`config.mk`:
```
export PLATFORM = sky130hd
export DESIGN_NAME = ram_burst_reader
export DESIGN_NICKNAME = d
export VERILOG_FILES = /design/src/rtl/ram_burst_reader_pkg.sv /design/src/rtl/ram_burst_reader_fifo.sv /design/src/rtl/ram_burst_reader.sv
export SDC_FILE = /design/constraint.sdc
export NUM_CORES = 1
export LEC_CHECK = 0
export ABC_AREA = 1
export BUFFER_PORTS_ARGS = -buffer_cell sky130_fd_sc_hd__buf_2
export CORE_MARGIN = 3
export CORE_UTILIZATION = 50
export CTS_CLUSTER_DIAMETER = 50
export CTS_CLUSTER_SIZE = 25
export DETAILED_ROUTE_END_ITERATION = 7
export PLACE_DENSITY = 0.74
export REMOVE_ABC_BUFFERS = 1
export SYNTH_ARGS = -nofsm -noshare
export SYNTH_HDL_FRONTEND = slang
export SYNTH_HIERARCHICAL = 1
export SYNTH_SLANG_ARGS = --single-unit
export TNS_END_PERCENT = 100
```
`constraint.sdc`:
```
create_clock -name clk -period 2.9 [get_ports clk]
set_input_delay 0 -clock clk [delete_from_list [all_inputs] [get_ports clk]]
set_output_delay 0 -clock clk [all_outputs]
set_load 0.02 [all_outputs]
```
`src/rtl/ram_burst_reader_pkg.sv`:
```
// Shared types and constants for the RAM burst reader and its read FIFO.
package ram_burst_reader_pkg;

  // Burst engine control states.
  typedef enum logic [1:0] {
    IDLE  = 2'd0,
    ISSUE = 2'd1,
    DRAIN = 2'd2
  } state_t;

  // Two slots are enough to absorb the one-cycle RAM latency at full rate.
  localparam int FIFO_DEPTH = 2;

  // Width of the FIFO occupancy counter (holds 0..FIFO_DEPTH).
  localparam int FIFO_CNT_W = $clog2(FIFO_DEPTH + 1);

  // Default RAM word width; a FIFO entry carries the data word plus the last tag.
  localparam int DEFAULT_DATA_WIDTH = 8;

  // FIFO entry width for a given data width: data bits plus one last bit.
  function automatic int fifo_entry_width(input int data_width);
    return data_width + 1;
  endfunction

  localparam int FIFO_ENTRY_WIDTH = fifo_entry_width(DEFAULT_DATA_WIDTH);

endpackage

```
`src/rtl/ram_burst_reader_fifo.sv`:
```
// ram_rd_fifo: two-entry synchronous FIFO buffering RAM read data for the
// stream output. Simultaneous push and pop are accepted when full.
module ram_rd_fifo
  import ram_burst_reader_pkg::*;
#(
  parameter int WIDTH = FIFO_ENTRY_WIDTH
) (
  input  logic                  clk,
  input  logic                  rst,
  input  logic                  push,
  input  logic [WIDTH-1:0]      push_data,
  input  logic                  pop,
  output logic [WIDTH-1:0]      head,
  output logic [FIFO_CNT_W-1:0] count,
  output logic                  empty
);

  localparam int PTR_W = $clog2(FIFO_DEPTH);

  logic [WIDTH-1:0]      slots_q [FIFO_DEPTH];
  logic [PTR_W-1:0]      wr_ptr_q;
  logic [PTR_W-1:0]      rd_ptr_q;
  logic [FIFO_CNT_W-1:0] count_q;
  logic                  full;
  logic                  push_ok;
  logic                  pop_ok;

  assign empty   = (count_q == '0);
  assign full    = (count_q == FIFO_CNT_W'(FIFO_DEPTH));
  assign pop_ok  = pop && !empty;
  assign push_ok = push && (!full || pop_ok);

  assign head  = slots_q[rd_ptr_q];
  assign count = count_q;

  // Storage, pointers and occupancy, all updated on the same edge.
  // NOTE: non-blocking assignments so every register samples pre-edge values.
  always_ff @(posedge clk) begin
    if (rst) begin
      // NOTE: storage is reset on purpose so the stream data output reads 0 after reset.
      for (int i = 0; i < FIFO_DEPTH; i++) begin
        slots_q[i] <= '0;
      end
      wr_ptr_q <= '0;
      rd_ptr_q <= '0;
      count_q  <= '0;
    end else begin
      if (push_ok) begin
        slots_q[wr_ptr_q] <= push_data;
        wr_ptr_q          <= wr_ptr_q + 1'b1;
      end
      if (pop_ok) begin
        rd_ptr_q <= rd_ptr_q + 1'b1;
      end
      case ({push_ok, pop_ok})
        2'b10:   count_q <= count_q + 1'b1;
        2'b01:   count_q <= count_q - 1'b1;
        default: count_q <= count_q;
      endcase
    end
  end

endmodule

```
`src/rtl/ram_burst_reader.sv`:
```
// ram_burst_reader: issues one RAM read per allowed cycle for a burst of
// len words starting at base_addr and streams them out on valid/ready.
// Build option: define RAM_BURST_READER_WRAP_EN to let a burst run past the
// top of the RAM and wrap to address 0; otherwise such requests pulse err.
module ram_burst_reader
  import ram_burst_reader_pkg::*;
#(
  parameter int DATA_WIDTH = 8,
  parameter int ADDR_WIDTH = 11
) (
  input  logic                  clk,
  input  logic                  rst,
  input  logic                  start,
  input  logic [ADDR_WIDTH-1:0] base_addr,
  input  logic [ADDR_WIDTH:0]   len,
  output logic                  busy,
  output logic                  done,
  output logic                  err,
  output logic [ADDR_WIDTH-1:0] mem_addr,
  output logic                  mem_we,
  input  logic [DATA_WIDTH-1:0] mem_rdata,
  output logic [DATA_WIDTH-1:0] m_data,
  output logic                  m_valid,
  input  logic                  m_ready,
  output logic                  m_last
);

  localparam int ENTRY_W = fifo_entry_width(DATA_WIDTH);
  localparam int LEN_W   = ADDR_WIDTH + 1;
  localparam int OCC_W   = FIFO_CNT_W + 1;

  // One past the last RAM address, in a width that also holds base+len.
  localparam logic [ADDR_WIDTH+1:0] ADDR_SPAN = {2'b01, {ADDR_WIDTH{1'b0}}};

  state_t                state_q, state_d;
  logic [ADDR_WIDTH-1:0] rd_addr_q, rd_addr_d;
  logic [ADDR_WIDTH-1:0] addr_hold_q;
  logic [LEN_W-1:0]      remaining_q, remaining_d;
  logic                  inflight_q;
  logic                  inflight_last_q;
  logic                  done_q, done_d;
  logic                  err_q, err_d;

  logic                  issue;
  logic                  last_issue;
  logic                  pop;
  logic                  req_illegal;
  logic [OCC_W-1:0]      occupancy;

  logic [ENTRY_W-1:0]    fifo_head;
  logic [FIFO_CNT_W-1:0] fifo_count;
  logic                  fifo_empty;

`ifdef RAM_BURST_READER_WRAP_EN
  // Any base/length pair is accepted; the address counter wraps naturally.
  assign req_illegal = 1'b0;
`else
  // Reject bursts that would run past the top of the RAM.
  logic [ADDR_WIDTH+1:0] req_end;
  assign req_end     = {2'b00, base_addr} + {1'b0, len};
  assign req_illegal = (req_end > ADDR_SPAN);
`endif

  // Stream side comes straight from the FIFO head.
  assign m_valid = !fifo_empty;
  assign m_data  = fifo_head[DATA_WIDTH-1:0];
  assign m_last  = m_valid && fifo_head[DATA_WIDTH];
  assign pop     = m_valid && m_ready;

  // Words that will sit in the FIFO at the end of this cycle.
  assign occupancy = {1'b0, fifo_count} + OCC_W'(inflight_q) - OCC_W'(pop);

  assign last_issue = issue && (remaining_q == LEN_W'(1));

  assign busy     = (state_q != IDLE);
  assign done     = done_q;
  assign err      = err_q;
  assign mem_we   = 1'b0;
  assign mem_addr = issue ? rd_addr_q : addr_hold_q;

  // Next-state logic, issue decision and request validation.
  // NOTE: every output of this block gets a default first, so no latches are inferred.
  always_comb begin
    state_d     = state_q;
    rd_addr_d   = rd_addr_q;
    remaining_d = remaining_q;
    done_d      = 1'b0;
    err_d       = 1'b0;
    issue       = 1'b0;
    case (state_q)
      IDLE: begin
        if (start) begin
          if (len == '0) begin
            done_d = 1'b1;
          end else if (req_illegal) begin
            err_d = 1'b1;
          end else begin
            rd_addr_d   = base_addr;
            remaining_d = len;
            state_d     = ISSUE;
          end
        end
      end
      ISSUE: begin
        issue = (occupancy < OCC_W'(FIFO_DEPTH));
        if (issue) begin
          rd_addr_d   = rd_addr_q + 1'b1;
          remaining_d = remaining_q - 1'b1;
          if (remaining_q == LEN_W'(1)) begin
            state_d = DRAIN;
          end
        end
      end
      DRAIN: begin
        if (pop && fifo_head[DATA_WIDTH]) begin
          state_d = IDLE;
          done_d  = 1'b1;
        end
      end
      default: state_d = IDLE;
    endcase
  end

  // State, counters, read-pipeline tracking and status pulses.
  always_ff @(posedge clk) begin
    if (rst) begin
      state_q         <= IDLE;
      rd_addr_q       <= '0;
      remaining_q     <= '0;
      addr_hold_q     <= '0;
      inflight_q      <= 1'b0;
      inflight_last_q <= 1'b0;
      done_q          <= 1'b0;
      err_q           <= 1'b0;
    end else begin
      state_q         <= state_d;
      rd_addr_q       <= rd_addr_d;
      remaining_q     <= remaining_d;
      inflight_q      <= issue;
      inflight_last_q <= last_issue;
      done_q          <= done_d;
      err_q           <= err_d;
      if (issue) begin
        addr_hold_q <= rd_addr_q;
      end
    end
  end

  // Read data lands in the FIFO the cycle after its address was driven.
  ram_rd_fifo #(
    .WIDTH (ENTRY_W)
  ) u_fifo (
    .clk       (clk),
    .rst       (rst),
    .push      (inflight_q),
    .push_data ({inflight_last_q, mem_rdata}),
    .pop       (pop),
    .head      (fifo_head),
    .count     (fifo_count),
    .empty     (fifo_empty)
  );

endmodule

```
## Word level (Yosys, flattened, before mapping)

Memories as Yosys holds them, arrays and structs flattened. A register that Yosys moved wholly into a read port is not among the register bits.
Cells that the tools add are included.

| word-level totals | value |
|---|---|
| output and inout bits | 25 |
| RAM bits | 18 |
| register bits after elaboration | 44 |
| word-level logic and storage cells | 91 |
| memories | 1 |
| input port bits | 35 |

Memories:

| memory | words | bits a word | rd ports | clocked after Yosys merged registers in | wr ports | line | source |
|---|---|---|---|---|---|---|---|
| u_fifo.slots_q | 2 | 9 | 1 | 1 | 2 | ram_burst_reader_fifo.sv:20 | `logic [WIDTH-1:0] slots_q [FIFO_DEPTH];` |

| operators by class | value |
|---|---|
| reduce and logical (&&, ||, !) cells | 19 |
| equal/unequal tests | 12 |
| bitwise operators | 2 |
| $add $sub $neg | 9 |
| magnitude comparators | 2 |
| muxes and demuxes | 35 |

Operators with widths:

| cell | number |
|---|---|
| 11-bit two-way mux | 5 |
| 12-bit two-way mux | 4 |
| 12-bit one-hot mux with 2 select lines | 1 |
| 11-bit one-hot mux with 2 select lines | 1 |
| 1-bit two-way mux | 14 |
| 11-bit by 12-bit adder with 13-bit output | 1 |
| 13-bit by 12-bit > comparator with 1-bit output (second input constant) | 1 |
| 12-bit by 1-bit equality test with 1-bit output (second input constant) | 1 |
| 12-bit logical NOT | 1 |
| 2-bit two-way mux | 6 |
| 2-bit inequality test (second input constant) | 6 |
| 12-bit by 1-bit subtractor with 12-bit output (second input constant) | 1 |
| 11-bit by 1-bit adder with 11-bit output (second input constant) | 1 |
| 9-bit two-way mux | 1 |
| 9-bit OR reduction | 1 |
| 2-bit equality test (second input constant) | 3 |
| 1-bit logical AND | 6 |
| 2-bit one-hot mux with 3 select lines | 1 |
| 6-bit AND reduction | 1 |
| 2-bit nonzero test | 3 |
| 5-bit AND reduction | 1 |
| 2-bit by 1-bit equality test with 1-bit output (second input constant) | 2 |
| 2-bit logical NOT | 2 |
| 2-bit one-hot mux with 2 select lines | 1 |
| 11 further kinds | 14 |

## Depth between registers and ports, before layout

| logic depth | value |
|---|---|
| depth after elaboration | 11 |
| mapped depth | 19 |
| gate-level depth less buffers | 17 |

## Hierarchy

The synthesis kept the hierarchy.

By module, submodules not included:

| module | cells an instance | times used | area an instance (sq um) | seq. area each (sq um) |
|---|---|---|---|---|
| ram_burst_reader | 541 | 1 | 3158.0 | 800.8 |
| ram_rd_fifo | 94 | 1 | 1074.8 | 640.6 |

## Least setup slack after synthesis

OpenSTA, ideal clock, no wires.

| timing path | value |
|---|---|
| kind | register to register |
| from | register u_fifo.count_q[1], in the netlist u_fifo/count[1] |
| to | register remaining_q[10] |
| arrival time | 2.731 ns |
| data required time | 2.787 ns |
| buffers on the path | 2 |
| library setup time | 0.113 ns |
| cell stages (with the launch flop) | 17 |
| path slack | 0.056 ns |
| clock period less this slack | 2.844 ns |
| cell sequence | dfxtp_1 > nor2_1 > nor2_1 > ha_1 > inv_1 > nand2_1 > fa_1 > a21boi_0 > nand2_1 > nand2_1 > nand2_1 > nor2_2 > nand3_2 > buf_6 > buf_4 > nor2_1 > nor2_1 |

| between the ends | value |
|---|---|
| longest elaborated chain between the ends | 7 |
| elaborated cells on any way between the ends | 8 |
| classes of those cells | add/sub: 2; order compare: 1; eq/ne: 1; reduce/logical: 4 |

RTL lines:

| what | line | source |
|---|---|---|
| from (decl) | ram_burst_reader_fifo.sv:23 | `logic [FIFO_CNT_W-1:0] count_q;` |
| from (signal assigned) | ram_burst_reader_fifo.sv:56 | `2'b10: count_q <= count_q + 1'b1;` |
| from (signal assigned) | ram_burst_reader_fifo.sv:57 | `2'b01: count_q <= count_q - 1'b1;` |
| from (signal assigned) | ram_burst_reader_fifo.sv:58 | `default: count_q <= count_q;` |
| 2-bit logical NOT | ram_burst_reader_fifo.sv:28 | `assign empty = (count_q == '0);` |
| via fifo_empty | ram_burst_reader.sv:52 | `logic fifo_empty;` |
| 1-bit logical NOT | ram_burst_reader.sv:65 | `assign m_valid = !fifo_empty;` |
| 1-bit logical AND | ram_burst_reader.sv:68 | `assign pop = m_valid && m_ready;` |
| via pop | ram_burst_reader.sv:46 | `logic pop;` |
| 3-bit by 1-bit subtractor with 3-bit output | ram_burst_reader.sv:71 | `assign occupancy = {1'b0, fifo_count} + OCC_W'(inflight_q) - OCC_W'(pop);` |
| 3-bit by 2-bit < comparator with 1-bit output | ram_burst_reader.sv:105 | `issue = (occupancy < OCC_W'(FIFO_DEPTH));` |
| 2-bit inequality test (no line) | - |  |
| 5-bit AND reduction (no line) | - |  |
| to (signal assigned) | ram_burst_reader.sv:138 | `remaining_q <= remaining_d;` |
| to (decl) | ram_burst_reader.sv:38 | `logic [LEN_W-1:0] remaining_q, remaining_d;` |

The timed path passes the listed nets, and every way through them passes these cells.
A chain may end at the register's enable or synchronous reset.

## Worst setup path in the final report

| timing path | value |
|---|---|
| from | register u_fifo.count_q[0], in the netlist u_fifo/count[0] |
| to | output mem_addr[7] |

| between the ends | value |
|---|---|
| longest elaborated chain between the ends | 7 |
| elaborated cells on any way between the ends | 8 |
| classes of those cells | add/sub: 2; order compare: 1; mux: 2; reduce/logical: 3 |

RTL lines:

| what | line | source |
|---|---|---|
| 2-bit logical NOT | ram_burst_reader_fifo.sv:28 |  |
| via fifo_empty | ram_burst_reader.sv:52 |  |
| 1-bit logical NOT | ram_burst_reader.sv:65 |  |
| 1-bit logical AND | ram_burst_reader.sv:68 |  |
| via pop | ram_burst_reader.sv:46 |  |
| 3-bit by 1-bit subtractor with 3-bit output | ram_burst_reader.sv:71 |  |
| 3-bit by 2-bit < comparator with 1-bit output | ram_burst_reader.sv:105 |  |
| 1-bit two-way mux | ram_burst_reader.sv:90 | `case (state_q)` |
| 11-bit two-way mux | - |  |
| to (decl) | ram_burst_reader.sv:19 | `output logic [ADDR_WIDTH-1:0] mem_addr,` |

The timed path passes the listed nets, and every way through them passes these cells.

==> tab_implementation.tex <==
\begin{tabular}{lr}
\hline
Metric & Value \\
\hline
\multicolumn{2}{l}{\textbf{Synth}} \\
\quad Share of the yosys chip area belonging to registers & 34.1\% \\
\quad Mean instance size in the synthesized netlist & 6.67 sq um \\
\quad Post-Syn Instances & 635 \\
\quad Post-synth EDFFs & 18 \\
\quad Number of warnings issued by yosys & 6 \\
\quad Most frequently used flop master after synthesis & sky130\_fd\_sc\_hd\_\_dfxtp\_1 \\
\quad Post-synthesis async set-or-reset flop share & 0\% \\
\quad Number of different library cells in the post-synthesis netlist & 41 \\
\quad Flip-flop and latch count after synthesis & 63 \\
\quad Synthesized area & 4230 sq um \\
\multicolumn{2}{l}{\textbf{Status}} \\
\quad Result of the run & finished, final reports clean \\
\multicolumn{2}{l}{\textbf{Pwr}} \\
\quad Proportion of power drawn by flip-flops and latches & 30.5\% \\
\quad Pwr Total & 4.48 mW \\
\quad Worst vdd ir & 0.000446 V \\
\quad Combinational group share of total power & 47.7\% \\
\quad Fraction of power spent switching nets & 44.8\% \\
\quad Pwr dens & 906 nW/um\^{}2 \\
\quad Net switching power of the design & 2.01 mW \\
\quad Static leakage power & 2.64 nW \\
\quad Internal cell power & 2.47 mW \\
\quad Part of the power in the clock network & 21.8\% \\
\multicolumn{2}{l}{\textbf{Timing}} \\
\quad Sum Neg Setup Slack & 0 ns \\
\quad Worst Setup Slack, final & 0.154 ns \\
\quad Final-report setup violation count & 0 \\
\quad Hold Violations, Final & 0 \\
\quad Rel. slew slack & 33.3\% \\
\quad Achievable clock frequency & 364 MHz \\
\quad Minimum clock period & 2.75 ns \\
\quad Clk\_skew & 0.0105 ns \\
\quad Actual transition at the worst max-transition pin & 1.00 ns \\
\quad Final Cycle Share & 94.7\% \\
\quad Number of slew-limit violations in the final report & 0 \\
\multicolumn{2}{l}{\textbf{Worst setup path}} \\
\quad Critical Path End Type & output pin \\
\quad Worst path required time & 2.90 ns \\
\quad Number of cells on the critical path & 12 \\
\quad Startpoint type of the worst setup path & flop \\
\quad CP cell instances & nor2\_1 > nor2\_1 > ha\_1 > inv\_1 > nand2\_1 > fa\_1 > a21boi\_1 > nand3\_1 > buf\_4 > o21ai\_0 > inv\_1 > buf\_2 \\
\quad Cell family with the largest share of critical-path delay & adder cells \\
\quad Slowest cell on crit path & sky130\_fd\_sc\_hd\_\_fa\_1 \\
\quad Biggest cell delay along the critical path & 0.48 ns \\
\quad Data arrival time of the worst path & 2.75 ns \\
\quad Kind of critical path & reg -> out \\
\quad Crit Path Max Fanout & 24 \\
\quad Path depth of the worst reg2reg path & 16 \\
\quad Buffering stage count on the worst path with inverters included & 4 \\
\multicolumn{2}{l}{\textbf{Run}} \\
\quad Count of maximum capacitance violations & 0 \\
\multicolumn{2}{l}{\textbf{Detailed routing}} \\
\quad DRC violation total after the first TritonRoute iteration & 255 \\
\quad Ratio of routed vias to standard cells & 5.14 \\
\quad WL/cell & 12.4 um \\
\quad Remaining number of nets flagged by the antenna check after routing & 0 \\
\quad Total wirelength of the detailed-routed design & 10000 um \\
\quad Total iterations of the first detailed-routing run & 5 \\
\quad Total number of vias & 4159 \\
\quad Post-route DRC & 0 \\
\multicolumn{2}{l}{\textbf{CTS}} \\
\quad Buffer type at the clock tree root & sky130\_fd\_sc\_hd\_\_clkbuf\_8 \\
\quad Clock net sink count & 63 \\
\quad Clock-pin slew of the registers on the worst-case setup and hold paths & 0.08 ns \\
\quad Clock insertion delay at the later pin of the skew report & 0.34 ns \\
\quad TritonCTS clock tree & done \\
\quad Cts bufs inserted & 9 \\
\quad \# H-tree levels & 3 \\
\quad Maximum buffer depth of the clock tree & 2 \\
\multicolumn{2}{l}{\textbf{Die}} \\
\quad Core ar. & 7970 sq um \\
\quad Overall die area & 9610 sq um \\
\quad Io pins & 60 \\
\quad Die width & 98.0 um \\
\quad Number of placement rows & 32 \\
\quad Initial standard-cell utilization of the core & 53.1\% \\
\quad Vert. Die Dim & 98.0 um \\
\multicolumn{2}{l}{\textbf{Global route}} \\
\quad Grt total ovfl & 0 \\
\quad Maximum number of pins on one net before global-route repair & 34 \\
\quad Via count of the first global-routing pass & 3851 \\
\quad First-pass GRT wire length & 17400 um \\
\quad Antenna violations before repair & 0 \\
\quad Aggregate global-route resource usage & 21.7\% \\
\multicolumn{2}{l}{\textbf{Place}} \\
\quad Placement-stage worst setup slack & 0.249 ns \\
\quad Sum of net half-perimeters after detailed placement & 7470 um \\
\quad Total placed instance area & 4600 sq um \\
\quad Port Buffers & 58 \\
\quad Routability Congestion & 0.925 \\
\multicolumn{2}{l}{\textbf{Hold path}} \\
\quad Class of the most critical hold timing path & in -> reg \\
\quad Worst hold path depth & 2 \\
\multicolumn{2}{l}{\textbf{Cells and area}} \\
\quad P\&R area growth vs syn & 16.7\% \\
\quad Share of post-route cells with drive strength above 1 & 16.4\% \\
\quad Diodes inserted & 0 \\
\quad Share of the core filled with cells & 62.0\% \\
\quad Final nets & 755 \\
\quad Finished layout cell area & 4940 sq um \\
\hline
\end{tabular}
-- synthesized netlist by cell type (2+ instances only) --
master | number | area share [%]
sky130_fd_sc_hd__o21ai_0 | 31 | 3.7
sky130_fd_sc_hd__a31oi_1 | 2 | 0.30
sky130_fd_sc_hd__clkbuf_1 | 9 | 0.80
sky130_fd_sc_hd__o31ai_1 | 3 | 0.53
sky130_fd_sc_hd__ha_1 | 16 | 4.7
sky130_fd_sc_hd__mux2i_1 | 2 | 0.47
sky130_fd_sc_hd__nand3_2 | 2 | 0.47
sky130_fd_sc_hd__or2_2 | 2 | 0.30
sky130_fd_sc_hd__nand4_4 | 2 | 1.0
sky130_fd_sc_hd__buf_4 | 2 | 0.35
sky130_fd_sc_hd__a21oi_1 | 14 | 1.7
sky130_fd_sc_hd__inv_2 | 4 | 0.35
sky130_fd_sc_hd__nor3_1 | 8 | 0.95
sky130_fd_sc_hd__mux2_2 | 9 | 2.4
sky130_fd_sc_hd__buf_6 | 4 | 1.1
sky130_fd_sc_hd__nor4_1 | 4 | 0.59
sky130_fd_sc_hd__nand3_1 | 36 | 4.3
sky130_fd_sc_hd__edfxtp_1 | 18 | 13
sky130_fd_sc_hd__xor2_1 | 7 | 1.4
sky130_fd_sc_hd__nor2_1 | 96 | 8.5
sky130_fd_sc_hd__buf_2 | 3 | 0.35
sky130_fd_sc_hd__fa_1 | 2 | 0.95
sky130_fd_sc_hd__dfxtp_1 | 45 | 21
sky130_fd_sc_hd__inv_1 | 113 | 10
sky130_fd_sc_hd__nor2_2 | 9 | 1.3
sky130_fd_sc_hd__nand4_1 | 17 | 2.5
sky130_fd_sc_hd__nand2_1 | 161 | 14
-- path summary, 6_finish.rpt --
check | startpoint | slack, ns | end
worst max-delay path | u_fifo/count[0]$_SDFFE_PP0P_ | 0.15 | mem_addr[7]
worst max register to register | u_fifo/count[0]$_SDFFE_PP0P_ | 0.33 | rd_addr_q[3]$_SDFFE_PP0P_
worst min-delay path | rst | 0.03 | addr_hold_q[1]$_SDFF_PP0_
worst min register to register | u_fifo/count[0]$_SDFFE_PP0P_ | 0.50 | u_fifo/count[0]$_SDFFE_PP0P_
-- power by group through the flow --
stage	Sequential (mW)	Combinational, mW	Clock (mW)
after floorplan	1.32	1.54	0
after global placement	1.36	2.04	0
after detailed placement	1.38	2.10	0
after CTS	1.36	2.13	0.985
after global routing	1.40	2.47	1.03
final	1.36	2.14	0.976
-- metrics by stage --
stage,cells,hold WS (ns)
after floorplan,616,0.0724
after global placement,784,0.310
after detailed placement,784,0.318
after CTS,809,0.0280
after global routing,809,0.0414
final,809,0.0262
-- timing repair --
action,4_1_cts,5_1_grt
pin swaps,0,0
hold buffers,9,0
hold endpoints to repair,13,0
setup buffers,0,0
resized for setup,1,7
setup endpoints to repair,1,12
-- metal layers --
layer / wire (um) / global-route usage (%) / up-vias
met5: 0 / 0 / -
met4: 148 / 4.90 / 0
met3: 714 / 3.64 / 16
met2: 4780 / 37.3 / 145
met1: 4380 / 28.5 / 1874
li1: - / - / 2124
-- placed cells by master (no fill, tap or decap), types with 2 or more instances in the layout --
| cell | synthesis | routed |
|---|---|---|
| sky130_fd_sc_hd__o21ai_0 | 31 | 25 |
| sky130_fd_sc_hd__nand2_1 | 161 | 161 |
| sky130_fd_sc_hd__nand4_4 | 2 | 2 |
| sky130_fd_sc_hd__edfxtp_1 | 18 | 18 |
| sky130_fd_sc_hd__a31oi_1 | 2 | 2 |
| sky130_fd_sc_hd__nand3_1 | 36 | 36 |
| sky130_fd_sc_hd__buf_4 | 2 | 8 |
| sky130_fd_sc_hd__ha_1 | 16 | 16 |
| sky130_fd_sc_hd__dlygate4sd3_1 | 0 | 9 |
| sky130_fd_sc_hd__nand4_1 | 17 | 17 |
| sky130_fd_sc_hd__mux2_2 | 9 | 9 |
| sky130_fd_sc_hd__nor2_1 | 96 | 96 |
| sky130_fd_sc_hd__or2_2 | 2 | 2 |
| sky130_fd_sc_hd__nor3_1 | 8 | 8 |
| sky130_fd_sc_hd__clkbuf_8 | 0 | 9 |
| sky130_fd_sc_hd__fa_1 | 2 | 2 |
| sky130_fd_sc_hd__inv_6 | 0 | 2 |
| sky130_fd_sc_hd__o21ai_1 | 1 | 7 |
| sky130_fd_sc_hd__inv_1 | 113 | 113 |
| sky130_fd_sc_hd__a21oi_1 | 14 | 14 |
| sky130_fd_sc_hd__mux2i_1 | 2 | 2 |
| sky130_fd_sc_hd__nor4_1 | 4 | 4 |
| sky130_fd_sc_hd__nand3_2 | 2 | 2 |
| sky130_fd_sc_hd__xor2_1 | 7 | 7 |
| sky130_fd_sc_hd__buf_2 | 3 | 58 |
| sky130_fd_sc_hd__bufinv_16 | 0 | 3 |
| sky130_fd_sc_hd__inv_2 | 4 | 4 |
| sky130_fd_sc_hd__o31ai_1 | 3 | 3 |
| sky130_fd_sc_hd__nor2_2 | 9 | 9 |
| sky130_fd_sc_hd__dfxtp_1 | 45 | 44 |
-- registers in the layout, indices dropped and copies added, names as in the netlist, named ones only --
signal	cells
addr_hold_q	11
err	1
u_fifo/rd_ptr_q	1
inflight_q	1
u_fifo/wr_ptr_q	1
remaining_q	12
done	1
u_fifo/slots_q	18
state_q	2
u_fifo/count	2
rd_addr_q	11
inflight_last_q	1
-- cell families (layout without fill, tap and decap cells) --
kind of cell	after synthesis	in the layout	share of synthesized area (%)
multiplexers	11	11	2.87
buffers and inverters	137	209	13.1
AND/OR/NAND/NOR	341	341	35.2
adder cells (fa/ha/maj)	18	18	5.68
flip-flops	63	63	34.1
XOR/XNOR	8	8	1.66
other	1	1	0.0886
AO/OA/AOI/OAI	56	56	7.36
-- area by class of cell --
cell class,count,area [sq um]
Clock buffer,9,124
Clock inverter,7,128
Fill cell,750,3030
Inverter,118,443
Multi-Input combinational cell,435,2240
Sequential cell,63,1440
Tap cell,102,128
Timing Repair Buffer,75,440
Note: power is estimated with default switching activity, not from simulation.
